--- config.mk ---
export PLATFORM = sky130hd
export DESIGN_NAME = pe_dot_sched
export DESIGN_NICKNAME = d
export VERILOG_FILES = /design/src/rtl/pe_dot_sched.sv
export SDC_FILE = /design/constraint.sdc
export NUM_CORES = 1
export LEC_CHECK = 0
export ABC_AREA = 1
export ABC_CLOCK_PERIOD_IN_PS = 7000
export CAP_MARGIN = 10
export CELL_PAD_IN_SITES_DETAIL_PLACEMENT = 0
export CELL_PAD_IN_SITES_GLOBAL_PLACEMENT = 1
export CORE_ASPECT_RATIO = 1.4
export CORE_MARGIN = 5
export CORE_UTILIZATION = 45
export DETAILED_ROUTE_END_ITERATION = 6
export DONT_BUFFER_PORTS = 1
export PLACE_DENSITY_LB_ADDON = 0.1
export SLEW_MARGIN = 0
export SYNTH_ARGS = -nofsm -noshare
export SYNTH_HDL_FRONTEND = slang
export SYNTH_SLANG_ARGS = --single-unit
--- constraint.sdc ---
create_clock -name i_clock -period 7 [get_ports i_clock]
set_clock_uncertainty 0.15 [all_clocks]
set_input_delay 1.75 -clock i_clock [delete_from_list [all_inputs] [get_ports i_clock]]
set_output_delay 1.75 -clock i_clock [all_outputs]
set_load 0.005 [all_outputs]
--- src/rtl/pe_dot_sched.sv ---
// Dot-product sequencer: clears one MAC PE, streams paired operands from two
// synchronous-read buffers into it, then holds the accumulated sum on a valid/ready port.
module pe_dot_sched #(
   parameter int BW     = 8,
   parameter int LEN_W  = 8,
   parameter int ADDR_W = 8
) (
   input  logic              i_clock,
   input  logic              i_reset,
   input  logic              i_start,
   input  logic [LEN_W-1:0]  i_len,
   input  logic [ADDR_W-1:0] i_act_base,
   input  logic [ADDR_W-1:0] i_wt_base,
   output logic              o_rd_en,
   output logic [ADDR_W-1:0] o_act_addr,
   output logic [ADDR_W-1:0] o_wt_addr,
   input  logic [BW-1:0]     i_act_data,
   input  logic [BW-1:0]     i_wt_data,
   output logic              o_pe_clear,
   output logic [BW-1:0]     o_pe_activation,
   output logic [BW-1:0]     o_pe_weight,
   input  logic [2*BW-1:0]   i_pe_output,
   output logic              o_busy,
   output logic              o_valid,
   output logic [2*BW-1:0]   o_result,
   input  logic              i_result_ready
);

   typedef enum logic [2:0] {IDLE, CLEAR, FETCH, DRAIN, CAPTURE, DONE} state_t;

   state_t              state;
   logic [LEN_W-1:0]    len_r;
   logic [LEN_W-1:0]    idx;
   logic [ADDR_W-1:0]   act_base_r;
   logic [ADDR_W-1:0]   wt_base_r;
   logic                rd_vld;

   always_ff @(posedge i_clock or posedge i_reset) begin
      if (i_reset) begin
         state      <= IDLE;
         len_r      <= '0;
         idx        <= '0;
         act_base_r <= '0;
         wt_base_r  <= '0;
         rd_vld     <= 1'b0;
         o_rd_en    <= 1'b0;
         o_act_addr <= '0;
         o_wt_addr  <= '0;
         o_pe_clear <= 1'b0;
         o_busy     <= 1'b0;
         o_valid    <= 1'b0;
         o_result   <= '0;
      end else begin
         // read data returns one cycle after the strobe
         rd_vld <= o_rd_en;
         case (state)
            IDLE: begin
               if (i_start) begin
                  o_busy <= 1'b1;
                  if (i_len != '0) begin
                     len_r      <= i_len;
                     act_base_r <= i_act_base;
                     wt_base_r  <= i_wt_base;
                     o_pe_clear <= 1'b1;
                     state      <= CLEAR;
                  end else begin
                     o_result <= '0;
                     o_valid  <= 1'b1;
                     state    <= DONE;
                  end
               end
            end
            CLEAR: begin
               o_pe_clear <= 1'b0;
               o_rd_en    <= 1'b1;
               o_act_addr <= act_base_r;
               o_wt_addr  <= wt_base_r;
               idx        <= '0;
               state      <= FETCH;
            end
            FETCH: begin
               if (idx == len_r - LEN_W'(1)) begin
                  o_rd_en <= 1'b0;
                  state   <= DRAIN;
               end else begin
                  idx        <= idx + LEN_W'(1);
                  o_act_addr <= o_act_addr + ADDR_W'(1);
                  o_wt_addr  <= o_wt_addr + ADDR_W'(1);
               end
            end
            DRAIN: begin
               state <= CAPTURE;
            end
            CAPTURE: begin
               o_result <= i_pe_output;
               o_valid  <= 1'b1;
               state    <= DONE;
            end
            DONE: begin
               if (o_valid && i_result_ready) begin
                  o_valid <= 1'b0;
                  o_busy  <= 1'b0;
                  state   <= IDLE;
               end
            end
            default: begin
               state <= IDLE;
            end
         endcase
      end
   end

   // The PE accumulates every edge, so it must see zeros whenever no read data is live.
   assign o_pe_activation = rd_vld ? i_act_data : '0;
   assign o_pe_weight     = rd_vld ? i_wt_data  : '0;

endmodule

==> metrics.txt <==
Post-Syn Nets 596; wire per inst 14.0 µm; clock sinks 72; Internal Pwr Total 0.739 mW; area added between synthesis and finish 7.96%; initial antenna violation count 0; port bufs 0; Synth top area share 45.7%; Critical Path Fanout Max 1; sequential share of power 45.4%; DRT Pass-1 Iters 4; grt total ovfl 0; top-count cell post-synth nand2_1; crit path buf inv count 1; Post-Synth Simple-Gate Area 33.4%; Ant. Diodes 0; clock transition at the registers of the reported paths 0.05 ns; Root Driver clkbuf_16; vias in the first global route 3219; CP arrival 1.88 ns; Core Area 8560 µm²; number of max-cap violations 0; DRT Wirelength 8830 µm; Synth Area in XOR/XNOR 2.22%; H-tree depth 3; Initial Utilization 46.1%; Post-Syn Instances 532; Finish-stage setup viols 0; Synth Flop Type dfrtp_1; crit-path max cell delay 0.09 ns; Inserted Clock Buffers 9; Seq. cell area 1800 µm²; Hold Crit Class reg -> reg; top cell family by delay on the critical path buffers and inverters; first-pass GRT wire length 15000 µm; Syn. warnings 0; layout cell share with drive strength beyond 1 7.41%; outcome finished clean; GP Congestion 0.749; Post-synth ARST share 100%; clock power share 53.3%; worst-path cell chain nand2_1 > inv_1; via/cell ratio 5.03; # fillers 855; Post-synth EDFFs 0; worst vdd ir 0.000168 V; Synth cell types 35; kind of critical path in -> out; Post-Synth Adder-Cell Area 1.27%; worst slew pin tran 0.915 ns; sequential area share after synthesis 45.7%; vias 3173; Post-Syn Area 3940 µm²; cts repair resizes 0; hold_buf cts 0; compound-cell area share of the yosys netlist 7.42%; fin crit share 54.0%; Slew Limit Fails 0; Logic pwr share 1.3%; Peak Freq 265 MHz; required time of the critical path 5.10 ns; RSZ-0062 raised after global routing false; Post-DP HPWL 6030 µm; Multi-input gate area 1750 µm²; TNS Setup 0 ns; endpoint type of the worst setup path primary output; nets 585; die height 121 µm; Clock Latency Late Sink 0.33 ns; Pwr Total 0.917 mW; largest family of logic cells by synthesized area simple AND/OR/NAND/NOR gates; Slowest cell on crit path inv_1; chip width 89.1 µm; TritonCTS clock tree built; ranking of synthesized cells by area dfrtp_1 (46%), nand2_1 (18%), nand3_1 (8.1%); Avg Inst Size Synth 7.41 µm²; post-synthesis mux area share 0%; synthesized flop and latch total 72; # DRC 0; Die ar. 10800 µm²; row count 40; slew margin rel. 39.0%; Synth top cells by count nand2_1 (187), dfrtp_1 (72), inv_1 (65), nand3_1 (64), nor2_1 (38); Clock Path Buffers 2; net switching power 0.177 mW; PwrDens 215 nW/µm²; pin count of the biggest net entering global routing 73; leak pwr 2.34 nW; Synth area leader dfrtp_1; Starting DRT DRC Count 159; Final ANT Viol Nets 0; Total GRT Usage 17.7%; fin crit period 3.78 ns; final hold violations 0; boundary pin count 112; post-CTS setup repair buffer count 0; net switching fraction of the power 19.3%; startpoint types primary input
-- metal layers --
| layer | vias up | routed length, µm | track usage [%] |
|---|---|---|---|
| met1 | 1458 | 3670 | 20.9 |
| met2 | 70 | 4550 | 29.9 |
| met5 | - | 0 | 0 |
| li1 | 1634 | - | - |
| met3 | 11 | 467 | 4.57 |
| met4 | 0 | 139 | 6.98 |
-- stage by stage --
stage	hold WS [ns]	worst slack, ns	instance area, µm²	cells	utilization (%)
6_report	0.279	3.22	4260	631	49.8
5_1_grt	0.309	3.19	4260	631	49.8
3_5_place_dp	0.275	3.22	3940	615	46.1
3_3_place_gp	0.269	3.22	3940	615	46.1
4_1_cts	0.287	3.22	4260	631	49.8
2_1_floorplan	0.240	3.25	3940	532	-
-- worst paths after layout --
path                       slack, ns                       end  cells after the start                  from
setup reg to reg                4.33  o_wt_addr[3]$_DFFE_PP0P_                      7  state[2]$_DFFE_PP0P_
hold / removal                  0.28          rd_vld$_DFF_PP0_                      0   o_rd_en$_DFFE_PP0P_
hold reg to reg                 0.28          rd_vld$_DFF_PP0_                      0   o_rd_en$_DFFE_PP0P_
min in group asynchronous       1.43  wt_base_r[6]$_DFFE_PP0P_                      2               i_reset
max in group asynchronous       4.68  o_result[12]$_DFFE_PP0P_                      2               i_reset
setup / recovery                3.22            o_pe_weight[5]                      2          i_wt_data[5]
-- layout by cell type (no fill, tap or decap), drive strengths merged, types with 3 or more instances in the layout --
master / instances
nand3: 66
dfrtp: 72
o21ai: 32
nand2: 190
a21oi: 11
ha: 4
inv: 66
clkbuf: 13
nor2: 42
xnor2: 3
or2: 4
xor2: 7
-- power groups by stage --
stage / logic (mW) / clock network (mW) / registers [mW]
after detailed placement: 0.0127 / 0 / 0.424
final: 0.0118 / 0.488 / 0.416
after global placement: 0.0126 / 0 / 0.424
after CTS: 0.0127 / 0.499 / 0.416
after global routing: 0.0145 / 0.517 / 0.416
after floorplan: 0.00901 / 0 / 0.424
-- registers in the layout, indices dropped and copies added, names as in the netlist, 3 cells and up --
| name | count |
|---|---|
| idx | 8 |
| o_act_addr | 8 |
| o_result | 16 |
| len_r | 8 |
| act_base_r | 8 |
| wt_base_r | 8 |
| o_wt_addr | 8 |
| state | 3 |
-- area by class of cell --
type                            count  area share [%]
Sequential cell                    72            42.3
Multi-Input combinational cell    370            41.0
Inverter                           66            5.82
Clock inverter                      3            1.53
Timing Repair Buffer                2           0.353
Tap cell                          105            3.09
Clock buffer                       13            5.88
-- logic make-up (layout without fill, tap and decap cells) --
kind of cell | after synthesis | after routing
buf+inv | 90 | 84
compound gates | 49 | 49
simple gates | 307 | 307
xor+xnor | 10 | 10
fa+ha+maj | 4 | 4
flops | 72 | 72
Note: power is estimated with default switching activity, not from simulation.
